### src/rtl/hilo_muldiv_unit_pkg.sv
// Shared types and constants for the HI/LO multiply/divide unit.
package mips_pkg;
  localparam int          XLEN       = 32;
  localparam int          ITER_COUNT = 32;
  localparam logic [31:0] DIV_ZERO_Q = 32'hFFFF_FFFF;

  typedef enum logic [2:0] {
    OP_MULT  = 3'b000,
    OP_MULTU = 3'b001,
    OP_DIV   = 3'b010,
    OP_DIVU  = 3'b011,
    OP_MADD  = 3'b100,
    OP_MADDU = 3'b101,
    OP_MTHI  = 3'b110,
    OP_MTLO  = 3'b111
  } muldiv_op_e;

  typedef enum logic [1:0] {S_IDLE, S_MUL, S_DIV, S_FIX} state_e;

  function automatic logic is_signed_op(input muldiv_op_e op);
    return (op == OP_MULT) || (op == OP_DIV) || (op == OP_MADD);
  endfunction
endpackage

### src/rtl/hilo_muldiv_unit_if.sv
// Pipeline-facing request/status bus of the HI/LO multiply/divide unit.
interface hilo_muldiv_unit_if #(parameter int XLEN = 32);
  logic            start;
  logic [2:0]      op;
  logic [XLEN-1:0] rs_val;
  logic [XLEN-1:0] rt_val;
  logic            flush;
  logic            busy;
  logic            done;
  logic [XLEN-1:0] hi;
  logic [XLEN-1:0] lo;

  modport master (output start, op, rs_val, rt_val, flush, input busy, done, hi, lo);
  modport slave  (input start, op, rs_val, rt_val, flush, output busy, done, hi, lo);
endinterface

### src/rtl/hilo_muldiv_unit_divider_core.sv
// Restoring divider datapath on magnitudes: one quotient bit per step.
module muldiv_divider_core #(
  parameter int XLEN = 32
) (
  input  logic            clk,
  input  logic            rst_n,
  input  logic            load_i,
  input  logic            step_i,
  input  logic [XLEN-1:0] dividend_i,
  input  logic [XLEN-1:0] divisor_i,
  output logic [XLEN-1:0] quotient_o,
  output logic [XLEN-1:0] remainder_o
);
  logic [XLEN:0]   rem_q;
  logic [XLEN-1:0] quo_q, dvs_q;
  logic [XLEN+1:0] trial;
  logic            borrow;

  // Dividend shifts out of quo_q MSB-first while quotient bits shift in.
  assign trial  = {rem_q, quo_q[XLEN-1]} - {2'b00, dvs_q};
  assign borrow = trial[XLEN+1];

  always_ff @(posedge clk or negedge rst_n) begin
    if (!rst_n) begin
      rem_q <= '0;
      quo_q <= '0;
      dvs_q <= '0;
    end else if (load_i) begin
      rem_q <= '0;
      quo_q <= dividend_i;
      dvs_q <= divisor_i;
    end else if (step_i) begin
      rem_q <= borrow ? {rem_q[XLEN-1:0], quo_q[XLEN-1]} : trial[XLEN:0];
      quo_q <= {quo_q[XLEN-2:0], ~borrow};
    end
  end

  assign quotient_o  = quo_q;
  assign remainder_o = rem_q[XLEN-1:0];
endmodule

### src/rtl/hilo_muldiv_unit.sv
// Iterative MUL/DIV unit owning HI/LO; commits only on completion.
// HILO_FAST_MUL_EN selects a single-cycle multiplier (divide timing unchanged).
module hilo_muldiv_unit
  import mips_pkg::*;
#(
  parameter int XLEN  = mips_pkg::XLEN,
  parameter int CNT_W = 6
) (
  input  logic             clk,
  input  logic             rst_n,
  hilo_muldiv_unit_if.slave bus
);
  localparam logic [CNT_W-1:0] LAST = CNT_W'(ITER_COUNT - 1);

  state_e            state_q;
  muldiv_op_e        op_in, op_q;
  logic [CNT_W-1:0]  cnt_q;
  logic              busy_q, done_q, neg_q, rneg_q, dz_q, sgn;
  logic [XLEN-1:0]   hi_q, lo_q, rs_q, mcand_q, a_mag, b_mag, quo, rem, q_fix, r_fix;
  logic [2*XLEN-1:0] prod_q, prod_d, prod_fix, madd_sum;
  logic [XLEN:0]     mul_sum;

  assign op_in = muldiv_op_e'(bus.op);
  assign sgn   = is_signed_op(op_in);
  assign a_mag = (sgn && bus.rs_val[XLEN-1]) ? -bus.rs_val : bus.rs_val;
  assign b_mag = (sgn && bus.rt_val[XLEN-1]) ? -bus.rt_val : bus.rt_val;

  // Shift-add: upper half accumulates, multiplier bits retire out of the low half.
  assign mul_sum  = {1'b0, prod_q[2*XLEN-1:XLEN]} + (prod_q[0] ? {1'b0, mcand_q} : '0);
  assign prod_d   = {mul_sum, prod_q[XLEN-1:1]};
  assign prod_fix = neg_q ? -prod_q : prod_q;
  assign madd_sum = {hi_q, lo_q} + prod_fix;
  assign q_fix    = neg_q ? -quo : quo;
  assign r_fix    = rneg_q ? -rem : rem;

`ifdef HILO_FAST_MUL_EN
  logic [2*XLEN-1:0] fast_prod;
  assign fast_prod = sgn
    ? 2*XLEN'($signed({{XLEN{bus.rs_val[XLEN-1]}}, bus.rs_val}) *
              $signed({{XLEN{bus.rt_val[XLEN-1]}}, bus.rt_val}))
    : {{XLEN{1'b0}}, bus.rs_val} * {{XLEN{1'b0}}, bus.rt_val};
`endif

  muldiv_divider_core #(.XLEN(XLEN)) u_div (
    .clk         (clk),
    .rst_n       (rst_n),
    .load_i      ((state_q == S_IDLE) && bus.start && !bus.flush &&
                  ((op_in == OP_DIV) || (op_in == OP_DIVU))),
    .step_i      (state_q == S_DIV),
    .dividend_i  (a_mag),
    .divisor_i   (b_mag),
    .quotient_o  (quo),
    .remainder_o (rem)
  );

  always_ff @(posedge clk or negedge rst_n) begin
    if (!rst_n) begin
      state_q <= S_IDLE;
      op_q    <= OP_MULT;
      cnt_q   <= '0;
      busy_q  <= 1'b0;
      done_q  <= 1'b0;
      neg_q   <= 1'b0;
      rneg_q  <= 1'b0;
      dz_q    <= 1'b0;
      hi_q    <= '0;
      lo_q    <= '0;
      rs_q    <= '0;
      mcand_q <= '0;
      prod_q  <= '0;
    end else begin
      done_q <= 1'b0;
      case (state_q)
        S_IDLE: if (bus.start && !bus.flush) begin
          op_q  <= op_in;
          cnt_q <= '0;
          neg_q <= sgn && (bus.rs_val[XLEN-1] ^ bus.rt_val[XLEN-1]);
          case (op_in)
            OP_MTHI: begin hi_q <= bus.rs_val; done_q <= 1'b1; end
            OP_MTLO: begin lo_q <= bus.rs_val; done_q <= 1'b1; end
            OP_DIV, OP_DIVU: begin
              state_q <= S_DIV;
              busy_q  <= 1'b1;
              rneg_q  <= sgn && bus.rs_val[XLEN-1];
              dz_q    <= (bus.rt_val == '0);
              rs_q    <= bus.rs_val;
            end
            default: begin
`ifdef HILO_FAST_MUL_EN
              if ((op_in == OP_MADD) || (op_in == OP_MADDU))
                {hi_q, lo_q} <= {hi_q, lo_q} + fast_prod;
              else
                {hi_q, lo_q} <= fast_prod;
              done_q <= 1'b1;
`else
              state_q <= S_MUL;
              busy_q  <= 1'b1;
              prod_q  <= {{XLEN{1'b0}}, b_mag};
              mcand_q <= a_mag;
`endif
            end
          endcase
        end
        S_MUL, S_DIV: begin
          if (bus.flush) begin
            state_q <= S_IDLE;
            busy_q  <= 1'b0;
          end else begin
            if (state_q == S_MUL) prod_q <= prod_d;
            cnt_q <= cnt_q + 1'b1;
            if (cnt_q == LAST) state_q <= S_FIX;
          end
        end
        S_FIX: begin
          state_q <= S_IDLE;
          busy_q  <= 1'b0;
          // A flush here still wins: nothing commits and no done pulse.
          if (!bus.flush) begin
            done_q <= 1'b1;
            case (op_q)
              OP_MADD, OP_MADDU: {hi_q, lo_q} <= madd_sum;
              OP_DIV, OP_DIVU: begin
                lo_q <= dz_q ? XLEN'(DIV_ZERO_Q) : q_fix;
                hi_q <= dz_q ? rs_q : r_fix;
              end
              default: {hi_q, lo_q} <= prod_fix;
            endcase
          end
        end
        default: state_q <= S_IDLE;
      endcase
    end
  end

  assign bus.busy = busy_q;
  assign bus.done = done_q;
  assign bus.hi   = hi_q;
  assign bus.lo   = lo_q;
endmodule

### src/flat_wrapper.sv
// flat-port wrapper written by rule: the top's interface ports become plain ports
module hilo_muldiv_unit_flat import mips_pkg::*;
#(
  parameter int XLEN  = mips_pkg::XLEN,
  parameter int CNT_W = 6
)
  (clk, rst_n, bus_start, bus_op, bus_rs_val, bus_rt_val, bus_flush, bus_busy, bus_done, bus_hi, bus_lo);
  hilo_muldiv_unit_if #(.XLEN(XLEN)) bus_i ();
  input  logic clk;
  input  logic rst_n;
  input wire logic [$bits(bus_i.start)-1:0] bus_start;
  input wire logic [$bits(bus_i.op)-1:0] bus_op;
  input wire logic [$bits(bus_i.rs_val)-1:0] bus_rs_val;
  input wire logic [$bits(bus_i.rt_val)-1:0] bus_rt_val;
  input wire logic [$bits(bus_i.flush)-1:0] bus_flush;
  output wire logic [$bits(bus_i.busy)-1:0] bus_busy;
  output wire logic [$bits(bus_i.done)-1:0] bus_done;
  output wire logic [$bits(bus_i.hi)-1:0] bus_hi;
  output wire logic [$bits(bus_i.lo)-1:0] bus_lo;
  assign bus_i.start = bus_start;
  assign bus_i.op = bus_op;
  assign bus_i.rs_val = bus_rs_val;
  assign bus_i.rt_val = bus_rt_val;
  assign bus_i.flush = bus_flush;
  assign bus_busy = bus_i.busy;
  assign bus_done = bus_i.done;
  assign bus_hi = bus_i.hi;
  assign bus_lo = bus_i.lo;
  hilo_muldiv_unit #(.XLEN(XLEN), .CNT_W(CNT_W)) u_core (.clk(clk), .rst_n(rst_n), .bus(bus_i));
endmodule
### config.mk
export PLATFORM = sky130hd
export DESIGN_NAME = hilo_muldiv_unit_flat
export DESIGN_NICKNAME = d
export VERILOG_FILES = /design/src/rtl/hilo_muldiv_unit_pkg.sv /design/src/rtl/hilo_muldiv_unit_if.sv /design/src/rtl/hilo_muldiv_unit_divider_core.sv /design/src/rtl/hilo_muldiv_unit.sv /design/src/flat_wrapper.sv
export SDC_FILE = /design/constraint.sdc
export NUM_CORES = 1
export LEC_CHECK = 0
export CAP_MARGIN = 40
export CORE_ASPECT_RATIO = 1.2
export CORE_MARGIN = 2
export CORE_UTILIZATION = 30
export CTS_CLUSTER_DIAMETER = 60
export CTS_CLUSTER_SIZE = 20
export DETAILED_ROUTE_END_ITERATION = 12
export MAX_ROUTING_LAYER = met4
export PLACE_DENSITY = 0.47
export SYNTH_ARGS = -nofsm -noshare
export SYNTH_HDL_FRONTEND = slang
export SYNTH_SLANG_ARGS = --single-unit
### constraint.sdc
create_clock -name clk -period 5.34 [get_ports clk]
set_clock_uncertainty 0.15 [all_clocks]
set_input_delay 1.602 -clock clk [delete_from_list [all_inputs] [get_ports clk]]
set_output_delay 1.602 -clock clk [all_outputs]
set_load 0.1 [all_outputs]
=== Word-level counts from Yosys, hierarchy flattened ===
Cells that the tools add are included.

* Multiplexer cells: 44
* Add/sub/neg operators: 9
* Bitwise gates (word level): 3
* Equal/unequal tests: 23
* Reductions and logical operators: 32

{| class="wikitable"
|+ Operators by type and width
! operator !! number
|-
| 2-to-1 mux 32 bit || 15
|-
| 2-to-1 mux 64 bit || 5
|-
| one-hot mux 32 bit (2 select lines) || 4
|-
| negation 32 bit || 4
|-
| one-hot mux 64 bit (2 select lines) || 1
|-
| 2-to-1 mux 33 bit || 3
|-
| adder 64 bit || 1
|-
| negation 64 bit || 1
|-
| subtractor 34 x 32 -> 34 bit || 1
|-
| adder 32 x 33 -> 33 bit || 1
|-
| logical NOT 32 bit || 1
|-
| inequality test 2 bit, second input constant || 8
|-
| == test 3 bit, second input constant || 5
|-
| AND reduction 3 bit || 5
|-
| == test 3 x 2 -> 1 bit, second input constant || 4
|-
| 2-to-1 mux 6 bit || 2
|-
| one-hot mux 6 bit (2 select lines) || 1
|-
| OR reduction 2 bit || 5
|-
| AND reduction 4 bit || 2
|-
| logical AND 1 bit || 7
|-
| adder 6 x 1 -> 6 bit, second input constant || 1
|-
| == test 6 x 5 -> 1 bit, second input constant || 1
|-
| 2-to-1 mux 1 bit || 6
|-
| 2-to-1 mux 2 bit || 3
|-
| other kinds (18) || 24
|}

* Register bits: 305
* Input bits: 71
* Output and inout port bits: 66
* Logic and storage cells: 127

=== Depth between registers and ports, before layout ===
* Depth after elaboration: 8
* Depth in mapped cells: 22
* Mapped depth without buffers: 19

=== By module ===
From an unflattened synthesis, not the netlist that was laid out.

* Cell total of the unflattened synthesis: 3366
* Area total of the unflattened synthesis: 26421.6 µm²

{| class="wikitable"
|+ Modules (own cells, without submodules)
! module !! sequential area each (µm²) !! area each (µm²) !! cells an instance !! times used
|-
| hilo_muldiv_unit || 5180.0 || 19919.1 || 2595 || 1
|-
| muldiv_divider_core || 2427.3 || 6502.5 || 771 || 1
|}

=== Worst setup path before layout ===
No wires, ideal clock.

* Path kind: register -> register
* Start point: register u_core.prod_q[10]
* End point: register u_core.hi_q[29], in the netlist u_core.bus.hi[29]
* Arrival: 4.508 ns
* Clock period less this slack: 4.789 ns
* Buffers on the path: 0
* Slack: 0.551 ns
* Data required time: 5.059 ns
* Cell stages (with the launch flop): 18
* Library setup time: 0.131 ns
* Path through: dfrtp_1 or4_4 nor4_4 nand4_2 or3_4 o41ai_1 xnor2_1 ha_1 and3_1 and2_1 a221oi_1 o221a_2 o21bai_1 a21oi_1 a21oi_1 o21ai_0 mux2i_1 a31oi_1

* Longest elaborated chain between the ends: 6

{| class="wikitable"
|+ Ends and longest elaborated chain
! element !! RTL line !! text
|-
| start, declared || hilo_muldiv_unit.sv:20 || <nowiki>logic [2*XLEN-1:0] prod_q, prod_d, prod_fix, madd_sum;</nowiki>
|-
| start signal, assigned || hilo_muldiv_unit.sv:98 || <nowiki>prod_q <= {{XLEN{1'b0}}, b_mag};</nowiki>
|-
| start signal, assigned || hilo_muldiv_unit.sv:109 || <nowiki>if (state_q == S_MUL) prod_q <= prod_d;</nowiki>
|-
| negation 64 bit || hilo_muldiv_unit.sv:31 || <nowiki>assign prod_fix = neg_q ? -prod_q : prod_q;</nowiki>
|-
| 2-to-1 mux 64 bit * || hilo_muldiv_unit.sv:31 ||
|-
| adder 64 bit || hilo_muldiv_unit.sv:32 || <nowiki>assign madd_sum = {hi_q, lo_q} + prod_fix;</nowiki>
|-
| one-hot mux 32 bit (2 select lines) * || hilo_muldiv_unit.sv:120 || <nowiki>case (op_q)</nowiki>
|-
| 2-to-1 mux 32 bit * || hilo_muldiv_unit.sv:118 || <nowiki>if (!bus.flush) begin</nowiki>
|-
| one-hot mux 32 bit (2 select lines) * || hilo_muldiv_unit.sv:73 || <nowiki>case (state_q)</nowiki>
|-
| end signal, assigned || hilo_muldiv_unit.sv:121 || <nowiki>OP_MADD, OP_MADDU: {hi_q, lo_q} <= madd_sum;</nowiki>
|-
| end signal, assigned || hilo_muldiv_unit.sv:124 || <nowiki>hi_q <= dz_q ? rs_q : r_fix;</nowiki>
|-
| end signal, assigned || hilo_muldiv_unit.sv:126 || <nowiki>default: {hi_q, lo_q} <= prod_fix;</nowiki>
|-
| end, declared || hilo_muldiv_unit.sv:19 || <nowiki>logic [XLEN-1:0] hi_q, lo_q, rs_q, mcand_q, a_mag, b_mag, quo, rem, q_fix, r_fix;</nowiki>
|}

Every way passes the cells marked *; elsewhere a longest branch is shown, timed or not. The select of a mux whose other input is x is not followed.
A chain may end at the register's enable or synchronous reset.

=== Worst setup path after layout ===
* Start point: register u_core.prod_q[10]
* End point: register u_core.hi_q[27], in the netlist u_core.bus.hi[27]

The elaborated chain is that of the path after synthesis.

==> metrics.csv <==
metric,value,unit
"CP delay by family, top",simple AND/OR/NAND/NOR gates,
first-pass GRT wire length,174000,um
Async SR Flop Fraction,100,%
DR WL/cell,25.1,um
cts bufs inserted,38,
total global routing overflow,0,
Reg2Reg Setup Slack,0.18,ns
GRT Total Usage,27.1,%
number of global-route vias before repair,25625,
relative slew slack,39.6,%
RSZ-0062 raised after global routing,true,
Worst path slowest cell,or4_4,
"Seq/Total Area, Yosys",29.2,%
initial core utilization,30.2,%
sum of buffers and inverters on the critical path,2,
Clock Sinks,304,
Mapped Area,26000,um^2
Syn Area/Cell,7.77,um^2
"Reg clk slew, reported paths",0.08,ns
setup violators final,0,
CTS tree,built,
Vias,26454,
"commonest non-fill, non-tap cells in the layout","416 x nand2_1, 345 x a21oi_1, 317 x o21ai_0, 301 x dfrtp_1, 247 x nor2_1",
fin crit share,96.5,%
crit path DAT,5.46,ns
Area Growth Syn to Fin,24.0,%
clk_lat worst skew,0.60,ns
Leak,14.0,nW
WP data required,5.64,ns
Finished Layout Cells,4776,
die area,89200,um^2
PwrDens,812,nW/um^2
Ys Warns,0,
crit-path cells,or4_4 -> nor4_4 -> nand4_4 -> or3_4 -> buf_4 -> o31ai_1 -> xnor2_1 -> ha_2 -> and4_1 -> and3_1 -> a221oi_2 -> o221a_2 -> o21bai_1 -> a21oi_1 -> a21oi_1 -> o21ai_0 -> buf_4 -> mux2i_1 -> o31ai_1,
IO buf count,136,
Die X,273,um
largest net degree at the start of global routing,102,
nets,3819,
Logic pwr share,71.3,%
Worst Setup End Kind,flop,
"commonest non-fill, non-tap cell in the layout",nand2_1,
clock buffer depth,3,
number of DRC markers in iteration 0,2319,
top_reg_cell synth,dfrtp_1,
Post-synth EDFFs,0,
Via density,5.54,
max-cap violation count,0,
critical path class,flop to flop,
Worst Hold Class,flop to flop,
Netlist cell types,87,
Root Buffer,clkbuf_16,
Max VDD drop,0.410,mV
initial antenna violation count,9,
Clk network pwr share,11.1,%
share of layout cells above drive strength 1,11.3,%
CORE AREA,86200,um^2
Switching Share,54.8,%
num ports,137,
fin. max-slew vios,0,
Flop pwr share,17.6,%
Synth Register Bits,304,
# rows,118,
Startpoint Class,flop,
CP max FO,5,
Psw,0.0144,W
HPWL Detailed,94500,um
measured slew at the worst slew-check pin,0.906,ns
fmax,0.194,GHz
first-pass iteration count of the detailed router,7,
Post-Place Cells,4696,
final wirelength,120000,um
die height,327,um
CP peak stage delay,0.58,ns
Post-Syn Instances,3353,
# H-tree levels,2,
DRC,0,
post-route minimum period,5.16,ns
Mapped Nets,3572,
status,completed,
Final Hold Vio Count,0,
Total Neg Setup Slack,0,ns
remaining antenna violation count after routing,0,
Internal Power,0.0119,W
GPL Wtd Cong,0.969,
==> metrics by stage <==
step	hold slack [ns]	total power (W)	worst slack, ns	area (um^2)	util (%)
6_report	0.318	0.0262	0.185	32300	37.5
5_1_grt	0.334	0.0279	-0.00167	32300	37.5
4_1_cts	0.318	0.0260	0.00416	32200	37.3
3_5_place_dp	0.303	0.0230	-0.0575	30800	35.7
3_3_place_gp	0.302	0.0223	-0.0303	29700	34.5
2_1_floorplan	0.287	0.0162	0.551	26000	-
==> worst paths after layout <==
path,startpoint,endpoint,depth (start not counted)
max in group asynchronous,rst_n,u_core.bus.hi[25]$_DFFE_PN0P_,2
max,u_core.prod_q[10]$_DFFE_PN0P_,u_core.bus.hi[27]$_DFFE_PN0P_,19
max reg2reg,u_core.prod_q[10]$_DFFE_PN0P_,u_core.bus.hi[27]$_DFFE_PN0P_,19
min,u_core.rs_q[5]$_DFFE_PN0P_,u_core.rs_q[5]$_DFFE_PN0P_,2
min reg2reg,u_core.rs_q[5]$_DFFE_PN0P_,u_core.rs_q[5]$_DFFE_PN0P_,2
min in group asynchronous,rst_n,u_core.bus.lo[11]$_DFFE_PN0P_,1
==> state kept, by name, summed over array words and instances (netlist names), 2 cells and up <==
name,count
u_core.bus.lo,32
u_core.rs_q,32
u_core.state_q,2
u_core.u_div.rem_q,33
u_core.u_div.quotient_o,32
u_core.cnt_q,6
u_core.prod_q,64
u_core.bus.hi,32
u_core.u_div.dvs_q,32
u_core.mcand_q,32
u_core.op_q,2
==> final cells by class <==
class | count | area, um^2
multi-input combinational | 2729 | 17400
inverter | 121 | 454
clock buffer | 46 | 1080
fill | 9079 | 53900
antenna | 6 | 15.0
timing repair buffer | 406 | 4010
clock inverter | 24 | 292
tap | 1140 | 1430
sequential | 304 | 7610
==> cell families (layout without fill, tap and decap cells) <==
logic type	count (synthesis)	count (layout)	share of synthesized area (%)
AOI/OAI and AO/OA	1160	1160	27.5
xor gates and xnor gates	291	291	9.79
adders and majority gates	148	148	7.20
buffers and inverters	320	597	4.63
DFF	304	304	29.2
muxes	51	51	1.99
other	0	6	0
and+or+nand+nor	1079	1079	19.7
==> synth_stat cells, types with 8 or more instances <==
cell	instances	area, um^2
dfrtp_1	304	7610
nand2_1	418	1570
o21bai_1	22	165
buf_1	9	33.8
or4_1	21	158
nand2b_1	36	225
o21a_1	17	128
ha_1	145	1810
o22ai_1	27	169
o21ai_1	8	40.0
xor2_1	128	1120
a31oi_1	30	188
a211oi_1	84	631
nor3_1	50	250
nand3_1	42	210
xnor2_1	163	1430
or3_1	29	181
a41oi_1	8	70.1
and2_1	56	350
a221o_1	9	90.1
o211ai_1	27	203
and3_1	35	219
inv_1	120	450
o31ai_1	66	495
o41ai_1	31	272
nand4_1	24	150
nor2b_1	44	275
clkbuf_1	186	698
a21oi_1	346	1730
a21o_1	78	586
o21ai_0	321	1610
mux2i_1	44	440
nor4_1	19	119
nor2_1	250	938
o221ai_1	10	87.6
or2_2	12	75.1
==> timing repair <==
action / CTS / global route
resized for setup: 1 / 23
pin swaps: 0 / 7
buffers inserted: 0 / 4
hold buffers: 0 / 0
endpoints found under the setup margin: 4 / 35
==> worst min-delay path, delay by kind of cell (launching register included) <==
| family | cells | cell delay [ns] |
|---|---|---|
| and+or+nand+nor | 2 | 0.10 |
| DFF | 1 | 0.33 |
==> metal layers <==
metal | GRT usage (%) | vias to the layer above | part of all wire [%]
met3 | 3.68 | 228 | 5.2
met1 | 32.1 | 12859 | 41
met4 | 12.9 | 0 | 5.5
li1 | - | 12577 | -
met5 | - | - | 0
met2 | 45.3 | 790 | 49
==> power groups by stage <==
stage / Sequential [W] / Combinational (W) / Clock (W)
2_1_floorplan: 0.00568 / 0.0105 / 0
3_3_place_gp: 0.00462 / 0.0176 / 0
3_5_place_dp: 0.00462 / 0.0183 / 0
4_1_cts: 0.00458 / 0.0184 / 0.00298
5_1_grt: 0.00472 / 0.0201 / 0.00307
6_report: 0.00461 / 0.0187 / 0.00291
Note: power is estimated with default switching activity, not from simulation.
